<file path="config.mk">
export PLATFORM = sky130hd
export DESIGN_NAME = pov_fb_write_arbiter_flat
export DESIGN_NICKNAME = d
export VERILOG_FILES = /design/src/rtl/pov_fb_write_arbiter_if.sv /design/src/rtl/pov_fb_write_arbiter.sv /design/src/flat_wrapper.sv
export SDC_FILE = /design/constraint.sdc
export NUM_CORES = 1
export LEC_CHECK = 0
export ABC_AREA = 0
export CAP_MARGIN = 20
export CORE_ASPECT_RATIO = 1.25
export CORE_MARGIN = 2
export CORE_UTILIZATION = 48
export CTS_BUF_LIST = sky130_fd_sc_hd__clkbuf_8
export DETAILED_ROUTE_END_ITERATION = 12
export MAX_ROUTING_LAYER = met4
export PLACE_DENSITY_LB_ADDON = 0.15
export SLEW_MARGIN = 10
export SYNTH_ARGS = -nofsm -noshare
export SYNTH_HDL_FRONTEND = slang
export SYNTH_SLANG_ARGS = --single-unit
</file>
<file path="constraint.sdc">
create_clock -name clk -period 7.9 [get_ports clk]
set_input_delay 1.58 -clock clk [delete_from_list [all_inputs] [get_ports clk]]
set_output_delay 1.58 -clock clk [all_outputs]
set_load 0.05 [all_outputs]
</file>
<file path="src/rtl/pov_fb_write_arbiter_if.sv">
// Bundle of CPU-side, HW-requester-side and peripheral-side signals of the POV write arbiter.
// Latency: none, wires only.
// Backpressure: cpu_stall holds the CPU, req_ready acknowledges the HW requester.
interface pov_fb_write_arbiter_if;
   logic [31:0] cpu_addr;
   logic [31:0] cpu_data_in;
   logic        cpu_wren;
   logic        cpu_rden;
   logic        cpu_stall;
   logic        req_valid;
   logic [7:0]  req_col;
   logic [23:0] req_rgb;
   logic        req_ready;
   logic [31:0] per_addr;
   logic [31:0] per_wdata;
   logic        per_wren;
   logic        per_rden;
   logic        busy;
   logic        hw_done;

   modport master (
      output cpu_addr, cpu_data_in, cpu_wren, cpu_rden,
      output req_valid, req_col, req_rgb,
      input  cpu_stall, req_ready,
      input  per_addr, per_wdata, per_wren, per_rden, busy, hw_done
   );

   modport slave (
      input  cpu_addr, cpu_data_in, cpu_wren, cpu_rden,
      input  req_valid, req_col, req_rgb,
      output cpu_stall, req_ready,
      output per_addr, per_wdata, per_wren, per_rden, busy, hw_done
   );
endinterface

</file>
<file path="src/rtl/pov_fb_write_arbiter.sv">
// Shares the POV peripheral register bus between the CPU and a HW column-fill requester.
// Latency: CPU window accesses forwarded in the same cycle; HW request = 5-cycle write burst.
// Backpressure: cpu_stall while a burst owns the bus; req_ready pulses on grant.
module pov_fb_write_arbiter #(
   parameter logic [31:0] BASE_ADDR    = 32'hFFFF0000,
   parameter int          STARVE_LIMIT = 8
) (
   input logic clk,
   input logic reset,
   pov_fb_write_arbiter_if.slave bus
);
   localparam int CW = (STARVE_LIMIT < 1) ? 1 : $clog2(STARVE_LIMIT + 1);

   typedef enum logic [2:0] {IDLE, HW_COL, HW_PIX, HW_WR, RST_COL, RST_PIX} state_t;

   state_t        state, state_nxt;
   logic [7:0]    col_q;
   logic [23:0]   rgb_q;
   logic [7:0]    shadow_col;
   logic [23:0]   shadow_pix;
   logic [CW-1:0] starve_cnt;

   logic        win, at_limit, grant, fwd;
   logic        stall, ready, wren, rden, busy_c, done;
   logic [31:0] addr, wdata;

   assign win      = (bus.cpu_wren | bus.cpu_rden) && (bus.cpu_addr[31:5] == BASE_ADDR[31:5]);
   assign at_limit = (starve_cnt == CW'(STARVE_LIMIT));

   // Every output is gated by reset so nothing leaks to the peripheral while it is held.
   always_comb begin
      state_nxt = state;
      grant     = 1'b0;
      fwd       = 1'b0;
      stall     = 1'b0;
      ready     = 1'b0;
      wren      = 1'b0;
      rden      = 1'b0;
      done      = 1'b0;
      addr      = 32'd0;
      wdata     = 32'd0;
      busy_c    = 1'b0;
      if (reset) begin
         busy_c = (state != IDLE);
         stall  = (state != IDLE) && win;
         case (state)
            IDLE: begin
               if (bus.req_valid && (!win || at_limit)) begin
                  grant     = 1'b1;
                  ready     = 1'b1;
                  stall     = win;
                  state_nxt = HW_COL;
               end else if (win) begin
                  fwd   = 1'b1;
                  addr  = bus.cpu_addr;
                  wdata = bus.cpu_data_in;
                  wren  = bus.cpu_wren;
                  rden  = bus.cpu_rden;
               end
            end
            HW_COL: begin
               wren      = 1'b1;
               addr      = BASE_ADDR;
               wdata     = {24'd0, col_q};
               state_nxt = HW_PIX;
            end
            HW_PIX: begin
               wren      = 1'b1;
               addr      = BASE_ADDR + 32'h4;
               wdata     = {8'd0, rgb_q};
               state_nxt = HW_WR;
            end
            HW_WR: begin
               wren      = 1'b1;
               addr      = BASE_ADDR + 32'h8;
               state_nxt = RST_COL;
            end
            RST_COL: begin
               wren      = 1'b1;
               addr      = BASE_ADDR;
               wdata     = {24'd0, shadow_col};
               state_nxt = RST_PIX;
            end
            RST_PIX: begin
               wren      = 1'b1;
               addr      = BASE_ADDR + 32'h4;
               wdata     = {8'd0, shadow_pix};
               done      = 1'b1;
               state_nxt = IDLE;
            end
            default: state_nxt = IDLE;
         endcase
      end
   end

   always_ff @(posedge clk or negedge reset) begin
      if (!reset) state <= IDLE;
      else        state <= state_nxt;
   end

   always_ff @(posedge clk or negedge reset) begin
      if (!reset) begin
         col_q      <= 8'd0;
         rgb_q      <= 24'd0;
         shadow_col <= 8'd0;
         shadow_pix <= 24'd0;
         starve_cnt <= '0;
      end else begin
         if (grant) begin
            col_q <= bus.req_col;
            rgb_q <= bus.req_rgb;
         end
         // Shadows track only what the CPU itself wrote, so the burst can put it back.
         if (fwd && bus.cpu_wren && bus.cpu_addr == BASE_ADDR)
            shadow_col <= bus.cpu_data_in[7:0];
         if (fwd && bus.cpu_wren && bus.cpu_addr == BASE_ADDR + 32'h4)
            shadow_pix <= bus.cpu_data_in[23:0];
         if (grant || !bus.req_valid)
            starve_cnt <= '0;
         else if (fwd && !at_limit)
            starve_cnt <= starve_cnt + 1'b1;
      end
   end

   assign bus.cpu_stall = stall;
   assign bus.req_ready = ready;
   assign bus.per_addr  = addr;
   assign bus.per_wdata = wdata;
   assign bus.per_wren  = wren;
   assign bus.per_rden  = rden;
   assign bus.busy      = busy_c;
   assign bus.hw_done   = done;
endmodule

</file>
<file path="src/flat_wrapper.sv">
// flat-port wrapper written by rule: the top's interface ports become plain ports
module pov_fb_write_arbiter_flat 
#(
   parameter logic [31:0] BASE_ADDR    = 32'hFFFF0000,
   parameter int          STARVE_LIMIT = 8
)
  (clk, reset, bus_cpu_addr, bus_cpu_data_in, bus_cpu_wren, bus_cpu_rden, bus_req_valid, bus_req_col, bus_req_rgb, bus_cpu_stall, bus_req_ready, bus_per_addr, bus_per_wdata, bus_per_wren, bus_per_rden, bus_busy, bus_hw_done);
  pov_fb_write_arbiter_if bus_i ();
  input logic clk;
  input logic reset;
  input wire logic [$bits(bus_i.cpu_addr)-1:0] bus_cpu_addr;
  input wire logic [$bits(bus_i.cpu_data_in)-1:0] bus_cpu_data_in;
  input wire logic [$bits(bus_i.cpu_wren)-1:0] bus_cpu_wren;
  input wire logic [$bits(bus_i.cpu_rden)-1:0] bus_cpu_rden;
  input wire logic [$bits(bus_i.req_valid)-1:0] bus_req_valid;
  input wire logic [$bits(bus_i.req_col)-1:0] bus_req_col;
  input wire logic [$bits(bus_i.req_rgb)-1:0] bus_req_rgb;
  output wire logic [$bits(bus_i.cpu_stall)-1:0] bus_cpu_stall;
  output wire logic [$bits(bus_i.req_ready)-1:0] bus_req_ready;
  output wire logic [$bits(bus_i.per_addr)-1:0] bus_per_addr;
  output wire logic [$bits(bus_i.per_wdata)-1:0] bus_per_wdata;
  output wire logic [$bits(bus_i.per_wren)-1:0] bus_per_wren;
  output wire logic [$bits(bus_i.per_rden)-1:0] bus_per_rden;
  output wire logic [$bits(bus_i.busy)-1:0] bus_busy;
  output wire logic [$bits(bus_i.hw_done)-1:0] bus_hw_done;
  assign bus_i.cpu_addr = bus_cpu_addr;
  assign bus_i.cpu_data_in = bus_cpu_data_in;
  assign bus_i.cpu_wren = bus_cpu_wren;
  assign bus_i.cpu_rden = bus_cpu_rden;
  assign bus_i.req_valid = bus_req_valid;
  assign bus_i.req_col = bus_req_col;
  assign bus_i.req_rgb = bus_req_rgb;
  assign bus_cpu_stall = bus_i.cpu_stall;
  assign bus_req_ready = bus_i.req_ready;
  assign bus_per_addr = bus_i.per_addr;
  assign bus_per_wdata = bus_i.per_wdata;
  assign bus_per_wren = bus_i.per_wren;
  assign bus_per_rden = bus_i.per_rden;
  assign bus_busy = bus_i.busy;
  assign bus_hw_done = bus_i.hw_done;
  pov_fb_write_arbiter #(.BASE_ADDR(BASE_ADDR), .STARVE_LIMIT(STARVE_LIMIT)) u_core (.clk(clk), .reset(reset), .bus(bus_i));
endmodule
</file>
==> results.md, run 1 <==
- Sorting the synthesized cells by area gives the leading types as sky130_fd_sc_hd__dfrtp_1, sky130_fd_sc_hd__mux2_2, sky130_fd_sc_hd__mux2_4.
- Routability-driven placement finished with a final weighted congestion of around 0.87.
- The total iterations of the first detailed-routing run is 4.
- The relative slew slack is 48.16%.
- The layout overhead on the synthesized area is 42.46%.
- Synthesis produced a netlist whose cell count is approximately 380.
- The final standard cell count with taps included and fillers excluded is 650.
- The root buffer cell is sky130_fd_sc_hd__clkbuf_8.
- The clock tree from TritonCTS is yes.
- In this run the vertical extent of the chip is roughly 110 µm.
- The run finished with clean final reports.
- For this run, the leading register cell type out of synthesis is sky130_fd_sc_hd__dfrtp_1.
- The first global-routing pass estimated between 15 and 20 mm of wire.
- In the final routed layout, each cell accounts on average for 17.32 µm.
- The final count of pins violating max slew is 0.
- For the worst setup path, the data required time is around 6300 ps.
- The critical path is of the input port to primary output type.
- By instance count, the leading cell after synthesis is sky130_fd_sc_hd__dfrtp_1.
- In the routed design, unresolved DRC markers number 0.
- STA classifies the critical path endpoint as a primary output.
- Along the worst path, the maximum fanout reaches 25.
- The number of antenna violations at the first check in global routing was 0.
- The cell area that synthesis handed to floorplanning was about 0.0042 mm².
- 0 antenna diodes ended up in the layout.
- After clock tree synthesis, the flow added hold-fix buffers numbering 0.
- The site row count is 38.
- Across all layers, the routed design uses roughly 3,600 vias.
- The number of resized instances in the post-cts repair step is 0.
- The post-placement worst setup slack is between 1000 and 1500 ps.
- The later pin in the worst-skew pair is clocked with a latency of 350 ps.
- The time the worst path needs with I/O delays and setup is roughly 6400 ps.
- In this run, synthesis inferred 0 flip-flops with an integrated enable.
- A synthesized cell averages between 10 and 15 µm².
- Of the cells placed in the final design, the portion with a size suffix greater than 1 is between 10% and 20%.
- The tightest min-delay check is of the flip-flop to flip-flop type.
- The die covers 0.009549 mm².
- The worst ir drop on vdd is about 0.16 mV.
- Summing all non-filler instances in the final layout gives an area of 0.006003 mm².
- In this run the count of I/O pins placed on the die edge is around 170.
- Across every metal layer, demand over resource in global routing totals about a quarter.
- The post-synthesis sequential element count is between 70 and 80.
- The post-route fraction of the period consumed by the critical path is 81.35%.
- For this run, asynchronously set or reset flops after synthesis account for 100.0%.
- For this configuration, the core starts out at a cell density of 48.97%.
- In the synthesized netlist, the cells that appear most often are sky130_fd_sc_hd__dfrtp_1, sky130_fd_sc_hd__mux2_2, sky130_fd_sc_hd__a22o_1.
- Dividing total power by cell area gives a power density of around 270 mW/mm².
- Buffers placed on the I/O ports in this run total between 150 and 200.
- Static timing analysis puts the maximum clock frequency at ~160 MHz.
- Once placement finished, the instance area stood at around 0.0058 mm².
- The TritonCTS sink count is between 70 and 80.
- The number of global-route vias before repair was approximately 3,600.
- Setup repair after global routing left no endpoint under its margin.
- In this run the standard cell core region covers between 0.008 and 0.009 mm².
- The count of different cell masters after synthesis is 48.
- The pin count of the biggest net entering global routing is 62.
- The HPWL reported at the end of detailed placement is 8.329 mm.
- The depth of the CTS H-tree is 3.
- The number of max-cap violations is 0.
- The worst path meets setup with between 1000 and 1500 ps of slack.
- Hold is met by about 500 ps.
- The final worst clock skew is about 11 ps.
- The number of buffers added for setup after CTS is 0.
- The number of routed nets with antenna violations is 0.
- The final core utilization is around 70%.
- The synthesis warning total is 0.
- The clock-pin slew on the worst setup and hold paths is 70 ps.
- The number of buffers inserted during clock tree synthesis is 9.
- Total power for the finished layout comes to 1.616 mW.
- The via density per instance is roughly 5.5.
- Wires add up to about 11 mm.
- The total number of nets in the final design is 628.
- The actual slew at the worst max-slew pin is approximately 780 ps.
- The static leakage is 2.660 nW.
- From left edge to right edge, the die measures between 80 and 90 µm.
- Setup violations remaining at the end of the flow were counted as 0.
- The total negative setup slack is 0 ps.
- The hold violation count in the final report was 0.
- The share of the Yosys chip area taken by registers is between 40 and 50%.
- The worst endpoint data arrival time is about 4900 ps.
- The detailed router finished its first iteration with approximately 170 violations.
- Of all cell types, the one taking the most synthesized area is sky130_fd_sc_hd__dfrtp_1.
- The proportion of netlist area held by the largest area contributor is 42.16%.
- The number of placed instances, taps included, is 634.
- No sink is reached through more buffers than the 2 on the longest clock path.
- Global routing finished with a remaining overflow of 0.
- The kind of start point of the critical path is an input port.
-- cells in the final DEF (no fill, tap or decap), drive strengths merged, types with 3 or more instances in the layout --
cell type and n:
clkdlybuf4s50 158, dfrtp 71, mux2 67, a22o 35
a21oi 20, nor2 20, nand2 17, and2 11
conb 11, inv 10, clkbuf 10, a22oi 8
a21o 8, nand3 8, nand4 6, o22a 6
buf 6, nor4 6, nor3 6, mux2i 5
o21ai 4, nor2b 4, o21a 3, clkinv 3
or4b 3
-- worst max-delay path: stages --
cell	delay, ps
sky130_fd_sc_hd__clkdlybuf4s50_1	450
sky130_fd_sc_hd__or4b_2	720
sky130_fd_sc_hd__nor4_4	270
sky130_fd_sc_hd__nand2_1	170
sky130_fd_sc_hd__nor2_4	560
sky130_fd_sc_hd__a22o_1	260
sky130_fd_sc_hd__clkdlybuf4s50_1	820
-- flip-flops by register name (all words and copies together), names as in the netlist --
signal / count
u_core.col_q: 8
u_core.rgb_q: 24
u_core.shadow_col: 8
u_core.shadow_pix: 24
u_core.starve_cnt: 4
u_core.state: 3
-- metal layers --
metal,up-vias,global-route usage (%),wire [µm]
li1,1669,-,-
met1,1755,30.21,4381
met2,142,41.18,5792
met3,14,6.586,909
met4,0,8.022,176
met5,-,-,0
-- layout make-up --
| type | instances | area, µm² |
|---|---|---|
| repair buffers | 164 | 1627 |
| multi-input cells | 271 | 2230 |
| clock buffers | 10 | 137.6 |
| inverters | 8 | 30.03 |
| well taps | 120 | 150.1 |
| clock inverters | 6 | 52.55 |
| flip-flops and latches | 71 | 1777 |
| fillers | 680 | 2603 |
-- where the power goes --
group          total [mW]  internal (mW)  switching, mW
sequential          0.540          0.453         0.0868
clock               0.283          0.151          0.132
combinational       0.793          0.333          0.461
total                1.62          0.936          0.680
-- cells by family after synthesis --
family | Yosys count | synth area share, %
other cells | 1 | 0.08899
compound gates | 91 | 16.09
buf+inv | 45 | 6.057
mux | 72 | 21.59
flops | 71 | 42.16
simple gates | 95 | 13.42
fa+ha+maj | 2 | 0.5937
-- path summary, 6_finish.rpt --
check / start / depth (start not counted) / endpoint / slack (ps)
hold / removal: u_core.shadow_pix[23] / 1 / u_core.shadow_pix[23] / 510
max in group asynchronous: reset / 2 / u_core.shadow_pix[20] / 5650
setup reg to reg: u_core.state[2] / 5 / u_core.shadow_col[6] / 4650
min in group asynchronous: reset / 1 / u_core.col_q[5] / 1170
setup / recovery: bus_cpu_addr[9] / 7 / bus_per_wdata[21] / 1470
hold reg to reg: u_core.shadow_pix[23] / 1 / u_core.shadow_pix[23] / 510
Note: power is estimated with default switching activity, not from simulation.
==> run 2: changes to the inputs <==
--- a/config.mk
+++ b/config.mk
@@ -9,7 +9,7 @@
 export CAP_MARGIN = 20
 export CORE_ASPECT_RATIO = 1.25
 export CORE_MARGIN = 2
-export CORE_UTILIZATION = 48
+export CORE_UTILIZATION = 41
 export CTS_BUF_LIST = sky130_fd_sc_hd__clkbuf_8
 export DETAILED_ROUTE_END_ITERATION = 12
 export MAX_ROUTING_LAYER = met4
==> constraint.sdc (replaced) <==
create_clock -name clk -period 5.65 [get_ports clk]
set_input_delay 1.13 -clock clk [delete_from_list [all_inputs] [get_ports clk]]
set_output_delay 1.13 -clock clk [all_outputs]
set_load 0.05 [all_outputs]
==> run 2 against run 1 <==
- critical endpoint is now bus_per_addr[4]
- largest cell class unchanged
- setup slack worse by 1100 ps
- sequential power increased by 39%
- wire length rose by 5.4%
- largest power group unchanged
==> results.md, run 2 (synthesized netlist as in run 1, its figures left out) <==
- The HPWL reported at the end of detailed placement is 8.709 mm (+4.6%).
- The total overflow reported by the global router is 0 (unchanged).
- The final core utilization is 59.30% (-10 points).
- The detailed-route DRC error count came to 0 (unchanged).
- The final worst clock skew is 10.88 ps (-0.6064 ps).
- The effective utilization at floorplan is 41.91% (-7.1 points).
- The critical path buffer and inverter count is 2 (unchanged).
- The TritonCTS sink count is 71 (unchanged).
- The core box area was 0.01005 mm² (+17%).
- The number of resized instances in the post-cts repair step is 0 (unchanged).
- The setup-violating endpoint count in the final report is 0 (unchanged).
- The total wirelength of the detailed-routed design was 11.87 mm (+5.4%).
- The root buffer cell is sky130_fd_sc_hd__clkbuf_8.
- STA classifies the critical path startpoint as an input port.
- The number of antenna violations at the first check in global routing is 0 (unchanged).
- The worst ir drop on vdd came to 0.1940 mV (+23%).
- The library cell used most frequently in the layout, excluding fill and tap cells, is sky130_fd_sc_hd__clkdlybuf4s50_1.
- The clock-pin slew on the worst setup and hold paths came to 80 ps (about the same).
- The number of DRC markers in iteration 0 came to 150 (-13%).
- The actual slew at the worst max-slew pin was 820.0 ps (+45.03 ps).
- The first-pass GRT wire length is 18.71 mm (+3.7%).
- The cell with the biggest individual delay on the critical path is sky130_fd_sc_hd__clkdlybuf4s50_1.
- The flow ran to the end, and the final reports show no timing, DRC or antenna violations.
- The via count is 3,601 (+0.59%).
- The number of top-level pins came to 171 (unchanged).
- The via density per instance is 5.464 (-0.79%).
- The time the worst path needs with I/O delays and setup is ~5300 ps.
- The total negative setup slack came to 0 ps (unchanged).
- The number of routed nets with antenna violations came to 0 (unchanged).
- The depth of the CTS H-tree is 3 (unchanged).
- The library cells used most frequently in the layout, excluding fill and tap cells, are sky130_fd_sc_hd__clkdlybuf4s50_1, sky130_fd_sc_hd__dfrtp_1, sky130_fd_sc_hd__mux2_2.
- The power density over the cells was 379.9 mW/mm² (+41%).
- The total iterations of the first detailed-routing run came to 4 (unchanged).
- The buffer levels on the longest clock path is 2 (unchanged).
- The worst-skew pair later-pin latency is 340 ps (about the same).
- The hold violation count in the final report is 0 (unchanged).
- The total global routing track utilization came to 22.04% (-3.1 points).
- STA classifies the critical path endpoint as a primary output.
- Setup repair after global routing left no endpoint under its margin.
- The total number of nets in the final design was 629 (+0.16%).
- The count of hold buffers inserted by post-cts repair was 0 (unchanged).
- The worst hold path belongs to the class flip-flop to flip-flop.
- The final-layout worst hold slack came to 510.0 ps (+2.719 ps).
- The share of post-route cells with drive strength above 1 came to 23.96% (+5.3 points).
- The routed wire length per instance came to 18.01 µm (+3.9%).
- The layout overhead on the synthesized area is 41.48%.
- The final antenna diode count was 0 (unchanged).
- The clock tree from TritonCTS is yes.
- The final weighted congestion of routability-driven global placement was 0.8493 (-1.9%).
- The overall die width is 94.68 µm (+7.8%).
- By instance count, the cell type seen most on the critical path is sky130_fd_sc_hd__clkdlybuf4s50_1.
- The number of buffers inserted during clock tree synthesis is 9 (unchanged).
- The number of stages on the worst hold path is 1 (unchanged).
- The maximum fanout along the worst path is 10 (-60%).
- The critical path depth in cells came to 7 (unchanged).
- In the final layout, the registers with the most flip-flops are u_core.rgb_q (24), u_core.shadow_pix (24).
- The kind of cell adding the most delay to the critical path is simple AND/OR/NAND/NOR gates.
- The vertical die dimension is 117.4 µm (+7.9%).
- The number of inserted filler cells in the final layout is 879 (+29%).
- The number of port buffers is 159 (unchanged).
- The number of max-cap violations is 0 (unchanged).
- The final count of pins violating max slew came to 0 (unchanged).
- The number of buffers added for setup after CTS came to 0 (unchanged).
- The area of the die was 0.01111 mm² (+16%).
- For this run, the top clock speed supported by timing is 190.3 MHz.
- The highest cell delay on the worst timing path is 800 ps (-20 ps).
- The number of global-route vias before repair was 3,668 (+2.4%).
- The static leakage is 2.710 nW (+1.9%).
- The pin count of the biggest net entering global routing is 69 (+11%).
- Walking the worst path, the cells encountered are clkdlybuf4s50_1 > or4b_2 > nor4_4 > nand2_1 > nor3_4 > and3_1 > clkdlybuf4s50_1.
- The data required time of the worst path came to 4520 ps (-1800 ps).
- The critical path start-end classification is input port to primary output.
- The relative slew slack came to 45.33% (-2.8 points).
- The worst endpoint data arrival time is 4130 ps (-720 ps).
- The final critical path takes up slightly above 90% of the cycle.
- The count of cells along the worst register-to-register path is 7 (+2).
- The site row count was 41 (+7.9%).
-- run 2: path summary, 6_finish.rpt --
check,startpoint,endpoint,slack (ps)
worst max-delay path,bus_cpu_addr[9],bus_per_addr[4],390
worst min-delay path,u_core.shadow_pix[2],u_core.shadow_pix[2],510
worst max register to register,u_core.state[2],u_core.shadow_pix[18],2540
worst min register to register,u_core.shadow_pix[2],u_core.shadow_pix[2],510
max in group asynchronous,reset,u_core.shadow_pix[7],3830
min in group asynchronous,reset,u_core.state[0],690
-- run 2: routing by layer --
metal | global-route usage, % | share of wire (%)
met1 | 25.90 | 39
met2 | 37.54 | 51
met3 | 4.945 | 8.4
met4 | 6.069 | 1.8
met5 | - | 0
-- run 2: per-stage QoR --
step / cells / total power, mW / worst slack, ps / cell area [µm²]
2_1_floorplan: 387 / 1.517 / 1171 / 4252
3_3_place_gp: 644 / 1.857 / 445.2 / 5767
3_5_place_dp: 644 / 1.873 / 365.8 / 5767
4_1_cts: 659 / 2.281 / 363.0 / 5962
5_1_grt: 659 / 2.388 / 215.7 / 5962
6_report: 659 / 2.265 / 394.1 / 5962
-- run 2: power breakdown --
part	leakage, nW	switching (mW)	internal, mW
clock network	0.103	0.187	0.214
registers	0.925	0.120	0.633
logic	1.68	0.652	0.458
total	2.71	0.960	1.31
-- run 2: layout make-up --
type                            instances  area (µm²)  share of cell area [%]
Multi-Input combinational cell        271        2230                   37.40
Sequential cell                        71        1777                   29.80
Clock buffer                           10       137.6                   2.308
Inverter                                8       30.03                  0.5037
Tap cell                              129       161.4                   2.707
Timing Repair Buffer                  165        1569                   26.32
Clock inverter                          5       57.56                  0.9654
==> run 3: changes to the inputs <==
--- a/config.mk
+++ b/config.mk
@@ -12,6 +12,7 @@
 export CORE_UTILIZATION = 41
 export CTS_BUF_LIST = sky130_fd_sc_hd__clkbuf_8
 export DETAILED_ROUTE_END_ITERATION = 12
+export GPL_TIMING_DRIVEN = 0
 export MAX_ROUTING_LAYER = met4
 export PLACE_DENSITY_LB_ADDON = 0.15
 export SLEW_MARGIN = 10
==> constraint.sdc (replaced) <==
create_clock -name clk -period 4.6 [get_ports clk]
set_input_delay 0.92 -clock clk [delete_from_list [all_inputs] [get_ports clk]]
set_output_delay 0.92 -clock clk [all_outputs]
set_load 0.05 [all_outputs]
==> run 3 against run 2 <==
- critical path depth rose by 1
- die area unchanged
- global-route usage rose by 0.63 points
- worst hold slack got worse by 130 ps
- clock-buffer cell count increased by 3
- largest cell class unchanged
- cell count rose by 5.6%
- setup slack got worse by 250 ps
- combinational power increased by 31%
- final area grew 5.5%
==> results.md, run 3 (synthesized netlist as in run 1, its figures left out) <==
- The kind of start point of the critical path is an input port.
- The number of routed nets with antenna violations came to 0 (unchanged).
- The library cells used most frequently in the layout, excluding fill and tap cells, are sky130_fd_sc_hd__clkdlybuf4s50_1, sky130_fd_sc_hd__dfrtp_1, sky130_fd_sc_hd__mux2_2.
- The power density over the cells is 461.7 mW/mm² (+22%).
- The root buffer cell is sky130_fd_sc_hd__clkbuf_8.
- The total overflow reported by the global router was 0 (unchanged).
- The largest registers in the layout are u_core.rgb_q (24), u_core.shadow_pix (24).
- The highest cell delay on the worst timing path is 580 ps (-220 ps).
- The achievable frequency is about 220 MHz.
- The number of port buffers is 159 (unchanged).
- The core box area is 0.01005 mm² (unchanged).
- The area of the die is 0.01111 mm² (unchanged).
- The time the worst path needs with I/O delays and setup is between 4000 and 5000 ps.
- The routed wire length per instance is 17.53 µm (-2.7%).
- The flow ran to the end, and the final reports show no timing, DRC or antenna violations.
- The buffer levels on the longest clock path is 2 (unchanged).
- The effective utilization at floorplan is 41.91% (unchanged).
- The maximum fanout along the worst path is 5 (-5).
- The final antenna diode count is 0 (unchanged).
- The site row count is 41 (unchanged).
- The number of DRC markers in iteration 0 is 166 (+11%).
- The worst-skew pair later-pin latency is 360 ps (+20 ps).
- On the critical path the largest part of the delay comes from simple AND/OR/NAND/NOR gates.
- The total number of nets in the final design is 665 (+5.7%).
- The number of top-level pins was 171 (unchanged).
- The static leakage is 3.043 nW (+12%).
- The total global routing track utilization is 22.67% (+0.63 points).
- The final core utilization is 62.58% (+3.3 points).
- The leading cell type in the layout, fill and taps excluded is sky130_fd_sc_hd__clkdlybuf4s50_1.
- The final standard cell count with taps included and fillers excluded is 696 (+5.6%).
- The count of placed standard cells including taps is 676 (+5.0%).
- The via density per instance is 5.272 (-3.5%).
- The final-layout worst hold slack came to 376.5 ps (-133.5 ps).
- The number of buffers inserted during clock tree synthesis is 9 (unchanged).
- TritonCTS built the clock tree.
- The total iterations of the first detailed-routing run was 4 (unchanged).
- The TritonCTS sink count is 71 (unchanged).
- The number of global-route vias before repair is 3,789 (+3.3%).
- The data required time of the worst path is 3680 ps (-840 ps).
- The worst endpoint data arrival time came to 3540 ps (-590 ps).
- The signal on the critical path passes through clkdlybuf4s50_1 > or4_1 > nor4_4 > nand2_1 > nor2_4 > buf_4 > a22o_1 > dlygate4sd2_1.
- The number of max-cap violations is 0 (unchanged).
- The critical path buffer and inverter count came to 3 (+1).
- The number of inserted filler cells in the final layout is 873 (-0.68%).
- The worst ir drop on vdd is 0.2467 mV (+27%).
- The cell with the biggest individual delay on the critical path is sky130_fd_sc_hd__or4_1.
- The min-delay analysis places its worst path in the category input port to asynchronous set/reset pin.
- The via count is 3,669 (+1.9%).
- The layout overhead on the synthesized area is 49.32%.
- The count of hold buffers inserted by post-cts repair is 0 (unchanged).
- The total wirelength of the detailed-routed design is 12.20 mm (+2.8%).
- The total power came to 2.905 mW (+28%).
- The detailed-route DRC error count is 0 (unchanged).
- The final count of pins violating max slew was 0 (unchanged).
- The depth of the CTS H-tree was 3 (unchanged).
- The pin count of the biggest net entering global routing is 66 (-4.3%).
- The share of post-route cells with drive strength above 1 is 26.63% (+2.7 points).
- The actual slew at the worst max-slew pin is 605.1 ps (-214.9 ps).
- The HPWL reported at the end of detailed placement was 9.190 mm (+5.5%).
- The critical path start-end classification is input port to primary output.
- Setup repair after global routing left no endpoint under its margin.
- The setup-violating endpoint count in the final report came to 0 (unchanged).
- In the finished design, the share of the clock period the worst path needs comes to 96.88%.
- The worst setup path is captured at a primary output.
- The relative slew slack is 59.51% (+14 points).
- The number of antenna violations at the first check in global routing is 0 (unchanged).
- The first-pass GRT wire length is 19.09 mm (+2.0%).
- The final weighted congestion of routability-driven global placement is 0.7845 (-7.6%).
- The clock-pin slew on the worst setup and hold paths was 70 ps (about the same).
- The hold violation count in the final report is 0 (unchanged).
- The overall die width is 94.68 µm (unchanged).
- The vertical die dimension is 117.4 µm (unchanged).
- The final worst clock skew is 4.585 ps (-6.291 ps).
## run 3: cell count changes in the layout (fill, tap and decap cells not counted), sizes merged, moves of 2 or more
| cell | before | now |
|---|---|---|
| buf | 33 | 31 |
| clkbuf | 10 | 37 |
| clkdlybuf4s15 | 0 | 18 |
| clkdlybuf4s50 | 132 | 108 |
| clkinv | 3 | 0 |
| dlygate4sd2 | 0 | 7 |
| dlymetal6s2s | 0 | 13 |
## run 3: layer usage
metal,GRT usage (%),routed length (µm)
met5,-,0
met4,5.707,102
met3,5.652,1042
met2,39.10,6207
met1,26.06,4846
## run 3: final timing paths
| kind | end | from | cells past startpoint | slack [ps] |
|---|---|---|---|---|
| min in group clk | u_core.shadow_pix[0] | u_core.shadow_pix[0] | 1 | 510 |
| worst min-delay path | u_core.col_q[4] | reset | 1 | 380 |
| max in group asynchronous | u_core.shadow_pix[16] | reset | 2 | 3690 |
| worst max register to register | u_core.shadow_pix[9] | u_core.starve_cnt[0] | 10 | 2180 |
| worst min register to register | u_core.shadow_pix[0] | u_core.shadow_pix[0] | 1 | 510 |
| worst max-delay path | bus_per_wdata[9] | bus_cpu_addr[5] | 8 | 140 |
## run 3: area by class of cell
cell class              instances  area [µm²]  area share, %
plain buffers                  37       225.2          3.579
repair buffers                164        1630          25.91
clock buffers                  13       178.9          2.844
multi-input cells             271        2226          35.37
inverters                       8       30.03         0.4772
clock inverters                 3       63.81          1.014
flip-flops and latches         71        1777          28.24
well taps                     129       161.4          2.565
## run 3: timing repair
| item | in CTS | in global routing |
|---|---|---|
| resized for setup | 76 | 33 |
| endpoints found under the setup margin | 37 | 44 |
| buffers inserted | 0 | 4 |
## run 3: stage by stage
stage,worst slack [ps],area (µm²),setup TNS (ps)
finish,143.6,6292,0
global route,13.07,6292,0
CTS,2.453,6275,0
detailed placement,-339.9,6030,-9102
global placement,-2357,6005,-183310
floorplan,540.8,4252,0
## run 3: worst reg2reg max path, cell delays in order (launching register included)
cell and delay, ps:
sky130_fd_sc_hd__dfrtp_1 410, sky130_fd_sc_hd__inv_1 60, sky130_fd_sc_hd__ha_1 190, sky130_fd_sc_hd__nand3b_1 140, sky130_fd_sc_hd__or2_2 130, sky130_fd_sc_hd__clkbuf_1 240, sky130_fd_sc_hd__nand3_2 120, sky130_fd_sc_hd__or3_1 330
sky130_fd_sc_hd__buf_2 190, sky130_fd_sc_hd__buf_6 190, sky130_fd_sc_hd__mux2_4 310
## run 3: report_power, final
part           switching [mW]  internal (mW)  total [mW]
Clock                   0.233          0.363       0.596
Combinational           0.876          0.572        1.45
Sequential             0.0821          0.779       0.862
Total                    1.19           1.71        2.91
